## src/rtl/cpu_sequencer_pkg.sv

```systemverilog
// Shared types for the CPU sequencer: instruction word, state encoding, HALT opcode.
package opcodes;

    localparam int unsigned INSTR_W = 32;

    typedef logic [INSTR_W-1:0] instruction_t;

    // Encodings are fixed; 3'd7 is unused and treated as a fault condition.
    typedef enum logic [2:0] {
        ST_FETCH     = 3'd0,
        ST_DECODE    = 3'd1,
        ST_EXECUTE   = 3'd2,
        ST_WRITEBACK = 3'd3,
        ST_BREAK     = 3'd4,
        ST_MEMORY    = 3'd5,
        ST_FAULT     = 3'd6
    } state_t;

    // Instruction word that parks the sequencer in BREAK after it retires.
    localparam instruction_t HALT = 32'h0010_0073;

endpackage

```

## src/rtl/cpu_sequencer_if.sv

```systemverilog
// Pipeline handshake bundle between the sequencer and its memories / execute unit.
//   master: sequencer side (drives requests and strobes, samples acks and decode info)
//   slave : datapath side (drives acks, instruction word and decode info)
interface cpu_sequencer_if;
    import opcodes::*;

    instruction_t instr;
    logic         is_mem;
    logic         imem_req;
    logic         imem_ack;
    logic         dmem_req;
    logic         dmem_ack;
    logic         ex_start;
    logic         ex_done;
    logic         wb_en;

    modport master (
        output imem_req, dmem_req, ex_start, wb_en,
        input  instr, is_mem, imem_ack, dmem_ack, ex_done
    );

    modport slave (
        input  imem_req, dmem_req, ex_start, wb_en,
        output instr, is_mem, imem_ack, dmem_ack, ex_done
    );

endinterface

```

## src/rtl/cpu_sequencer_ack_timer.sv

```systemverilog
// Ack wait counter: counts ticks since the last clear and flags when the limit is reached.
//   clk, rst_n : clock, async active-low reset
//   clear      : restart the count from zero (takes priority over tick)
//   tick       : one cycle spent waiting without an ack
//   expired    : registered, high while the count equals ACK_TIMEOUT
module ack_timer #(
    parameter int unsigned ACK_TIMEOUT = 15
) (
    input  logic clk,
    input  logic rst_n,
    input  logic clear,
    input  logic tick,
    output logic expired
);

    localparam int unsigned TW = (ACK_TIMEOUT < 1) ? 1 : $clog2(ACK_TIMEOUT + 1);
    localparam logic [TW-1:0] LIMIT = TW'(ACK_TIMEOUT);

    logic [TW-1:0] cnt_q, cnt_d;
    logic          expired_q, expired_d;

    // Saturating count; expired is precomputed from the next count so it is a flop output.
    always_comb begin
        cnt_d = cnt_q;
        if (clear) begin
            cnt_d = '0;
        end else if (tick && (cnt_q != LIMIT)) begin
            cnt_d = cnt_q + TW'(1);
        end
        expired_d = (cnt_d == LIMIT);
    end

    always_ff @(posedge clk or negedge rst_n) begin
        if (!rst_n) begin
            cnt_q     <= '0;
            expired_q <= (LIMIT == '0);
        end else begin
            cnt_q     <= cnt_d;
            expired_q <= expired_d;
        end
    end

    assign expired = expired_q;

endmodule

```

## src/rtl/cpu_sequencer.sv

```systemverilog
// Multi-cycle CPU control sequencer: FETCH/DECODE/EXECUTE/MEMORY/WRITEBACK with
// single-step / HALT break handling and an ack-timeout fault trap.
//   clk, rst_n   : clock, async active-low reset
//   bus          : handshake bundle (imem/dmem req-ack, ex_start/ex_done, wb_en, instr, is_mem)
//   step_en      : stop in BREAK after each retired instruction
//   resume       : leave BREAK
//   state        : current state encoding
//   halted/fault : in BREAK / in FAULT (fault is held until reset)
//   cycle_cnt    : cycles spent outside BREAK and FAULT, wraps
//   retired_cnt  : retired instructions, wraps
module cpu_sequencer
    import opcodes::*;
#(
    parameter int unsigned CNT_W       = 32,
    parameter int unsigned ACK_TIMEOUT = 15
) (
    input  logic                 clk,
    input  logic                 rst_n,
    cpu_sequencer_if.master      bus,
    input  logic                 step_en,
    input  logic                 resume,
    output logic [2:0]           state,
    output logic                 halted,
    output logic                 fault,
    output logic [CNT_W-1:0]     cycle_cnt,
    output logic [CNT_W-1:0]     retired_cnt
);

    state_t             state_q, state_d;
    logic               imem_req_q, imem_req_d;
    logic               dmem_req_q, dmem_req_d;
    logic               ex_start_q, ex_start_d;
    logic               wb_en_q, wb_en_d;
    logic               halted_q, halted_d;
    logic               fault_q, fault_d;
    logic [CNT_W-1:0]   cycle_cnt_q, cycle_cnt_d;
    logic [CNT_W-1:0]   retired_cnt_q, retired_cnt_d;
    logic               timer_clear;
    logic               timer_tick;
    logic               timer_expired;

    ack_timer #(
        .ACK_TIMEOUT (ACK_TIMEOUT)
    ) u_ack_timer (
        .clk     (clk),
        .rst_n   (rst_n),
        .clear   (timer_clear),
        .tick    (timer_tick),
        .expired (timer_expired)
    );

    // Next state, timer control, and next values of the registered outputs/counters.
    always_comb begin
        state_d       = state_q;
        timer_tick    = 1'b0;
        timer_clear   = 1'b0;
        imem_req_d    = 1'b0;
        dmem_req_d    = 1'b0;
        ex_start_d    = 1'b0;
        wb_en_d       = 1'b0;
        halted_d      = 1'b0;
        fault_d       = 1'b0;
        cycle_cnt_d   = cycle_cnt_q;
        retired_cnt_d = retired_cnt_q;

        case (state_q)
            ST_FETCH: begin
                if (bus.imem_ack) begin
                    state_d = ST_DECODE;
                end else begin
                    timer_tick = 1'b1;
                    if (timer_expired) state_d = ST_FAULT;
                end
            end
            ST_DECODE: begin
                state_d = ST_EXECUTE;
            end
            ST_EXECUTE: begin
                if (bus.ex_done) state_d = bus.is_mem ? ST_MEMORY : ST_WRITEBACK;
            end
            ST_MEMORY: begin
                if (bus.dmem_ack) begin
                    state_d = ST_WRITEBACK;
                end else begin
                    timer_tick = 1'b1;
                    if (timer_expired) state_d = ST_FAULT;
                end
            end
            ST_WRITEBACK: begin
                if ((bus.instr == HALT) || step_en) state_d = ST_BREAK;
                else                                state_d = ST_FETCH;
            end
            ST_BREAK: begin
                if (resume) state_d = ST_FETCH;
            end
            ST_FAULT: begin
                state_d = ST_FAULT;
            end
            default: begin
                state_d = ST_FAULT;
            end
        endcase

        // Any state change restarts the wait count, so FETCH/MEMORY always enter at zero.
        timer_clear = (state_d != state_q);

        // Outputs are flopped from the next state, i.e. a pure decode of the state register.
        imem_req_d = (state_d == ST_FETCH);
        dmem_req_d = (state_d == ST_MEMORY);
        ex_start_d = (state_d == ST_EXECUTE) && (state_q != ST_EXECUTE);
        wb_en_d    = (state_d == ST_WRITEBACK);
        halted_d   = (state_d == ST_BREAK);
        fault_d    = (state_d == ST_FAULT);

        if ((state_q != ST_BREAK) && (state_q != ST_FAULT)) begin
            cycle_cnt_d = cycle_cnt_q + CNT_W'(1);
        end
        if (state_q == ST_WRITEBACK) begin
            retired_cnt_d = retired_cnt_q + CNT_W'(1);
        end
    end

    always_ff @(posedge clk or negedge rst_n) begin
        if (!rst_n) begin
            state_q       <= ST_FETCH;
            imem_req_q    <= 1'b1;
            dmem_req_q    <= 1'b0;
            ex_start_q    <= 1'b0;
            wb_en_q       <= 1'b0;
            halted_q      <= 1'b0;
            fault_q       <= 1'b0;
            cycle_cnt_q   <= '0;
            retired_cnt_q <= '0;
        end else begin
            state_q       <= state_d;
            imem_req_q    <= imem_req_d;
            dmem_req_q    <= dmem_req_d;
            ex_start_q    <= ex_start_d;
            wb_en_q       <= wb_en_d;
            halted_q      <= halted_d;
            fault_q       <= fault_d;
            cycle_cnt_q   <= cycle_cnt_d;
            retired_cnt_q <= retired_cnt_d;
        end
    end

    assign bus.imem_req = imem_req_q;
    assign bus.dmem_req = dmem_req_q;
    assign bus.ex_start = ex_start_q;
    assign bus.wb_en    = wb_en_q;
    assign state        = state_q;
    assign halted       = halted_q;
    assign fault        = fault_q;
    assign cycle_cnt    = cycle_cnt_q;
    assign retired_cnt  = retired_cnt_q;

endmodule

```

## src/flat_wrapper.sv

```systemverilog
// flat-port wrapper written by rule: the top's interface ports become plain ports
module cpu_sequencer_flat import opcodes::*;
#(
    parameter int unsigned CNT_W       = 32,
    parameter int unsigned ACK_TIMEOUT = 15
)
  (clk, rst_n, step_en, resume, state, halted, fault, cycle_cnt, retired_cnt, bus_imem_req, bus_dmem_req, bus_ex_start, bus_wb_en, bus_instr, bus_is_mem, bus_imem_ack, bus_dmem_ack, bus_ex_done);
  cpu_sequencer_if bus_i ();
  input  logic clk;
  input  logic rst_n;
  input  logic step_en;
  input  logic resume;
  output logic [2:0] state;
  output logic halted;
  output logic fault;
  output logic [CNT_W-1:0] cycle_cnt;
  output logic [CNT_W-1:0] retired_cnt;
  output wire logic [$bits(bus_i.imem_req)-1:0] bus_imem_req;
  output wire logic [$bits(bus_i.dmem_req)-1:0] bus_dmem_req;
  output wire logic [$bits(bus_i.ex_start)-1:0] bus_ex_start;
  output wire logic [$bits(bus_i.wb_en)-1:0] bus_wb_en;
  input wire logic [$bits(bus_i.instr)-1:0] bus_instr;
  input wire logic [$bits(bus_i.is_mem)-1:0] bus_is_mem;
  input wire logic [$bits(bus_i.imem_ack)-1:0] bus_imem_ack;
  input wire logic [$bits(bus_i.dmem_ack)-1:0] bus_dmem_ack;
  input wire logic [$bits(bus_i.ex_done)-1:0] bus_ex_done;
  assign bus_imem_req = bus_i.imem_req;
  assign bus_dmem_req = bus_i.dmem_req;
  assign bus_ex_start = bus_i.ex_start;
  assign bus_wb_en = bus_i.wb_en;
  assign bus_i.instr = bus_instr;
  assign bus_i.is_mem = bus_is_mem;
  assign bus_i.imem_ack = bus_imem_ack;
  assign bus_i.dmem_ack = bus_dmem_ack;
  assign bus_i.ex_done = bus_ex_done;
  cpu_sequencer #(.CNT_W(CNT_W), .ACK_TIMEOUT(ACK_TIMEOUT)) u_core (.clk(clk), .rst_n(rst_n), .bus(bus_i), .step_en(step_en), .resume(resume), .state(state), .halted(halted), .fault(fault), .cycle_cnt(cycle_cnt), .retired_cnt(retired_cnt));
endmodule
```

## config.mk

```make
export PLATFORM = sky130hd
export DESIGN_NAME = cpu_sequencer_flat
export DESIGN_NICKNAME = d
export VERILOG_FILES = /design/src/rtl/cpu_sequencer_pkg.sv /design/src/rtl/cpu_sequencer_if.sv /design/src/rtl/cpu_sequencer_ack_timer.sv /design/src/rtl/cpu_sequencer.sv /design/src/flat_wrapper.sv
export SDC_FILE = /design/constraint.sdc
export NUM_CORES = 1
export LEC_CHECK = 0
export CORE_MARGIN = 2
export CORE_UTILIZATION = 25
export CTS_CLUSTER_SIZE = 14
export DETAILED_ROUTE_END_ITERATION = 10
export MAX_ROUTING_LAYER = met4
export PLACE_DENSITY_LB_ADDON = 0.25
export SYNTH_ARGS = -nofsm -noshare
export SYNTH_HDL_FRONTEND = slang
export SYNTH_SLANG_ARGS = --single-unit
```

## constraint.sdc

```tcl
create_clock -name clk -period 2.48 [get_ports clk]
set_input_delay 0.248 -clock clk [delete_from_list [all_inputs] [get_ports clk]]
set_output_delay 0.248 -clock clk [all_outputs]
set_load 0.02 [all_outputs]
```

=== Word-level counts from Yosys, hierarchy flattened ===
Cells that the tools add are included.

* Flip-flop bits (word level): 78
* Bits in latches: 0
* Memory bits (writable): 0
* Bits in read-only memories: 0
* Output and inout bits: 73
* Word-level logic and storage cells: 50
* Memories: 0

* $add $sub $neg: 3
* $mul: 0
* Div/mod/pow operators: 0
* $lt $le $gt $ge: 0
* Eq/ne operators: 17
* Shift operators: 0
* Mux-type cells: 13
* Bitwise operators: 0
* Reductions and logical operators: 6

{| class="wikitable"
|+ Operators by type and width
! operator !! count
|-
| 32-bit by 1-bit adder with 32-bit output (second input constant) || 2
|-
| 32-bit by 21-bit equality test with 1-bit output (second input constant) || 1
|-
| 3-bit two-way mux || 7
|-
| 3-bit case mux with 6 select lines || 1
|-
| 3-bit equality test (second input constant) || 5
|-
| 3-bit by 2-bit equality test with 1-bit output (second input constant) || 4
|-
| 4-bit two-way mux || 2
|-
| 3-bit zero test || 2
|-
| 3-bit != test (second input constant) || 2
|-
| 4-bit by 1-bit adder with 4-bit output (second input constant) || 1
|-
| 4-bit equality test (second input constant) || 1
|-
| 4-bit != test (second input constant) || 1
|-
| 3-bit by 1-bit equality test with 1-bit output (second input constant) || 1
|-
| 1-bit logical AND || 3
|-
| 3-bit by 2-bit != test with 1-bit output (second input constant) || 1
|-
| 3-bit != test || 1
|-
| 1-bit two-way mux || 2
|-
| 1-bit case mux with 2 select lines || 1
|-
| 1-bit logical OR || 1
|}

=== Depth between registers and ports, before layout ===
* Depth after elaboration: 7
* Mapped depth: 8
* Mapped depth without buffers: 6

=== By module ===
A second synthesis with hierarchy kept.

* Cell total of the unflattened synthesis: 358
* Area total of the unflattened synthesis: 3854.9 µm²

{| class="wikitable"
|+ Modules (own cells, without submodules)
! module !! times used !! cells each !! area each (µm²) !! seq. area each (µm²)
|-
| cpu_sequencer || 1 || 331 || 3577.2 || 1828.0
|-
| ack_timer || 1 || 27 || 277.8 || 125.1
|}

=== Worst setup path before layout ===
OpenSTA, ideal clock, no wires.

* Kind: register -> register
* From: register u_core.state_q[2] (netlist: u_core.state[2])
* To: register u_core.u_ack_timer.cnt_q[3]
* Arrival: 1.820 ns
* Data required time: 2.402 ns
* Path slack: 0.581 ns
* Cell stages (with the launch flop): 6
* Buffers on the path: 1
* Clock period less this slack: 1.899 ns
* Cells stage by stage: dfrtp_1 > buf_6 > or3_4 > a211o_4 > or3_1 > a21oi_1

* Word-level cells in the longest chain between the ends: 5
* Elaborated cells on any way between the ends: 17
* Classes of those cells: eq/ne (6); mux (9); reduce/logical (2)

{| class="wikitable"
|+ RTL lines
! item !! line !! RTL
|-
| start: declaration || cpu_sequencer.sv:29 || <nowiki>state_t state_q, state_d;</nowiki>
|-
| start signal: assignment || cpu_sequencer.sv:135 || <nowiki>state_q <= state_d;</nowiki>
|-
| 3-bit two-way mux (tied with other cells) || cpu_sequencer.sv:72, cpu_sequencer.sv:86 ||
|-
| 3-bit two-way mux (tied with other cells) || cpu_sequencer.sv:82 || <nowiki>if (bus.dmem_ack) begin</nowiki>
|-
| 3-bit case mux with 6 select lines or 1-bit logical AND (tied branches) || cpu_sequencer.sv:66, cpu_sequencer_ack_timer.sv:27 ||
|-
| 3-bit != test or 4-bit two-way mux (tied branches) || cpu_sequencer.sv:105, cpu_sequencer_ack_timer.sv:27 ||
|-
| 4-bit two-way mux (*) || cpu_sequencer_ack_timer.sv:25 || <nowiki>if (clear) begin</nowiki>
|-
| via u_core.u_ack_timer.cnt_d[3] || cpu_sequencer_ack_timer.sv:19 || <nowiki>logic [TW-1:0] cnt_q, cnt_d;</nowiki>
|-
| end signal: assignment || cpu_sequencer_ack_timer.sv:38 || <nowiki>cnt_q <= cnt_d;</nowiki>
|-
| end: declaration || cpu_sequencer_ack_timer.sv:19 ||
|}

Mark *: on every way through the listed nets, which the timed path passes. The rest lies on a longest branch.
A chain may end at the register's enable or synchronous reset.

=== Final worst setup path ===
* From: register u_core.state_q[2] (netlist: u_core.state[2])
* To: register u_core.cycle_cnt_q[21] (netlist: u_core.cycle_cnt[21])

* Word-level cells in the longest chain between the ends: 2
* Elaborated cells on any way between the ends: 3
* Classes of those cells: eq/ne (2); reduce/logical (1)

{| class="wikitable"
|+ RTL lines
! item !! line !! RTL
|-
| 3-bit != test || cpu_sequencer.sv:115 || <nowiki>if ((state_q != ST_BREAK) && (state_q != ST_FAULT)) begin</nowiki>
|-
| 1-bit logical AND (*) || cpu_sequencer.sv:115 ||
|-
| end signal: assignment || cpu_sequencer.sv:142 || <nowiki>cycle_cnt_q <= cycle_cnt_d;</nowiki>
|-
| end: declaration || cpu_sequencer.sv:36 || <nowiki>logic [CNT_W-1:0] cycle_cnt_q, cycle_cnt_d;</nowiki>
|}

Every way passes the cells marked *; elsewhere a longest branch is shown, timed or not.

==> reports/qor.yml <==
status:
  outcome: "finished, final reports clean"
cts:
  cts_sinks: 78
  cts_tree: "done"
  root_buffer: "clkbuf_16"
  numCtsBuffers: 9
  cts_resized: 0
  clk_pin_slew_ns: 0.06
  clock_latency_ns: 0.34
  cts_hold_buf: 0
  clk_path_buf_depth: 2
  htreeDepth: 3
  cts_setup_buffers: 0
synthesis:
  synth_top_family_by_area: "simple AND/OR/NAND/NOR gates"
  syn_area_um2: 3650
  yosys.area_share.simple: 0.236
  synth_xor_area_frac: 0.151
  syn_inst: 335
  synth_flop_cell: "dfrtp_1"
  ys_top_cells_by_area: "dfrtp_1 (53%), xnor2_1 (9.4%), xor2_1 (5.8%)"
  synth.avg_cell_area_um2: 10.9
  synth_compound_area_frac: 0.0412
  seq_area_frac_synth: 0.536
  synth_edf_count: 0
  synth_fa_ha_area_frac: 0.0103
  synthDominantCellAreaShare: 0.528
  ys_ff_latch: 78
  ys_types: 44
  yosys_warnings: 0
  async_reset_ff_frac: 1.00
  yosysTopAreaCell: "dfrtp_1"
  synth_nets: 378
  muxShareOfSynthArea: 0.00858
routing:
  wl_per_cell_um: 13.8
  detail_route.first_pass.iterations: 4
  drc: 0
  routed_wl_um: 8910
  avgViaCountPerCell: 4.55
  vias: 2923
  drt_first_iter_violations: 100
  ant_nets: 0
floorplanning:
  initial_core_util: 0.254
  die-area_um2: 15600
  die_w_um: 125
  io_pins: 113
  row_count: 44
  die_height_um: 125
  core_um2: 14400
final_layout:
  fillCellCount: 1406
  final_area_um2: 5270
  layout_commonest_cell: "clkdlybuf4s50_1"
  num-nets-final: 497
  area_growth_syn_to_layout_pct: 44.5
  most-common-layout-cells: "clkdlybuf4s50_1 (111), dfrtp_1 (77), xnor2_1 (39)"
  drive_above_1_share: 0.0632
  antenna_cells: 0
sta:
  fin_tns_setup_ns: 0
  fin_worst_skew_ns: 0.00881
  min_period_ns: 2.11
  max-slew-margin-rel: 0.324
  rsz0062_at_grt: "no"
  hold_violations: 0
  final-max-slew-violation-count: 0
  setup_violations: 0
  finalCritPeriodShare: 0.849
  fmax_ghz: 0.475
  tightest_slew_ns: 1.01
setup_path:
  crit_buf_inv: 0
  crit_arrival_ns: 2.37
  setup.worst_path.start_class: "register"
  worstPathMaxFanout: 13
  required_ns: 2.75
  cp_cell_sequence: "nand2b_1, nand4_2, nor4_2, and3_1, xor2_1"
  crit_path_top_delay_cell: "nor4_2"
  path_delay_family: "simple AND/OR/NAND/NOR gates"
  cp-end-kind: "register"
  slowest_delay_ns: 0.58
  crit_type: "reg2reg"
place:
  io_buffers: 112
  dp_hpwl_um: 6390
  place_congestion: 0.770
  place_area_um2: 4970
power:
  switching_power_w: 0.00135
  pwr-share-clk: 0.322
  power.density_nw_per_um2: 781
  max-vdd-ir-drop_mv: 0.426
  p_int_w: 0.00277
  total_leakage_power_nw: 2.27
  p_seq_frac: 0.400
  p_sw_frac: 0.327
  pwr-share-comb: 0.278
grt:
  grt_pass1_vias: 2979
  antenna_found_initial: 0
  grt-ovfl-total: 0
  grt_first_pass_wirelength_um: 15000
  grt_max_degree: 79
  track_usage: 0.123
job:
  drv_cap: 0
worst_hold_path:
  hp-class: "in2async"
==> logic make-up after synthesis <==
group | count (synthesis)
mux | 3
compound gates | 23
xor+xnor | 63
buf+inv | 12
flops | 78
simple gates | 153
fa+ha+maj | 3
==> power by group through the flow <==
stage          Sequential [W]  Combinational, W  Clock (W)
3_5_place_dp          0.00166           0.00115          0
5_1_grt               0.00167           0.00125    0.00146
3_3_place_gp          0.00166           0.00114          0
6_report              0.00164           0.00114    0.00133
2_1_floorplan         0.00180          0.000496          0
4_1_cts               0.00164           0.00116    0.00139
==> layer usage <==
layer,routed length [um],global-route usage,vias to the layer above,share of wire
met1,4200,0.157,1424,0.47
li1,-,-,1413,-
met5,0,-,-,0
met3,432,0.0391,17,0.049
met2,4120,0.185,69,0.46
met4,157,0.0423,0,0.018
==> through the flow <==
step	utilization	instances	hold WS, ns	total power [W]	worst slack, ns
floorplan	-	335	-0.0476	0.00230	0.581
global placement	0.346	627	0.458	0.00281	0.332
detailed placement	0.346	627	0.459	0.00281	0.342
CTS	0.367	643	0.125	0.00419	0.325
global route	0.367	643	0.170	0.00437	0.172
finish	0.367	643	0.0480	0.00412	0.374
==> layout make-up <==
cell class,count,area (um2),area share
Tap cell,184,230,0.0437
Clock buffer,9,225,0.0427
Multi-Input combinational cell,245,1630,0.309
Timing Repair Buffer,115,1140,0.216
Clock inverter,7,72.6,0.0138
Sequential cell,78,1950,0.371
Inverter,5,18.8,0.00356
==> sequential cells by signal, summed over array words and instances, names as in the netlist <==
signal / cells
u_core.bus.dmem_req: 1
u_core.bus.ex_start: 1
u_core.bus.imem_req: 1
u_core.bus.wb_en: 1
u_core.cycle_cnt: 32
u_core.fault: 1
u_core.halted: 1
u_core.retired_cnt: 32
u_core.state: 3
u_core.u_ack_timer.cnt_q: 4
u_core.u_ack_timer.expired: 1
==> path summary, 6_finish.rpt <==
check	from	end	slack, ns	cells past startpoint
setup / recovery	u_core.state[2]	u_core.cycle_cnt[21]	0.37	5
hold / removal	rst_n	u_core.retired_cnt[17]	0.05	1
setup reg to reg	u_core.state[2]	u_core.cycle_cnt[21]	0.37	5
hold reg to reg	u_core.cycle_cnt[31]	u_core.cycle_cnt[31]	0.47	1
max in group asynchronous	rst_n	u_core.bus.wb_en	1.73	1
min in group clk	u_core.cycle_cnt[31]	u_core.cycle_cnt[31]	0.47	1
==> cell usage after synthesis, drive strengths merged, types with 2 or more instances <==
cell type	number
xnor2	39
nor4	9
nand3	17
and2	6
inv	5
ha	3
o21ai	8
mux2i	2
nand4	20
nand2	33
nor2	26
nor3b	4
a21oi	7
clkbuf	2
buf	5
and4	7
or3	2
nor2b	2
nand3b	2
and3	13
nor3	4
dfrtp	77
nand2b	3
xor2	24
Note: power is estimated with default switching activity, not from simulation.
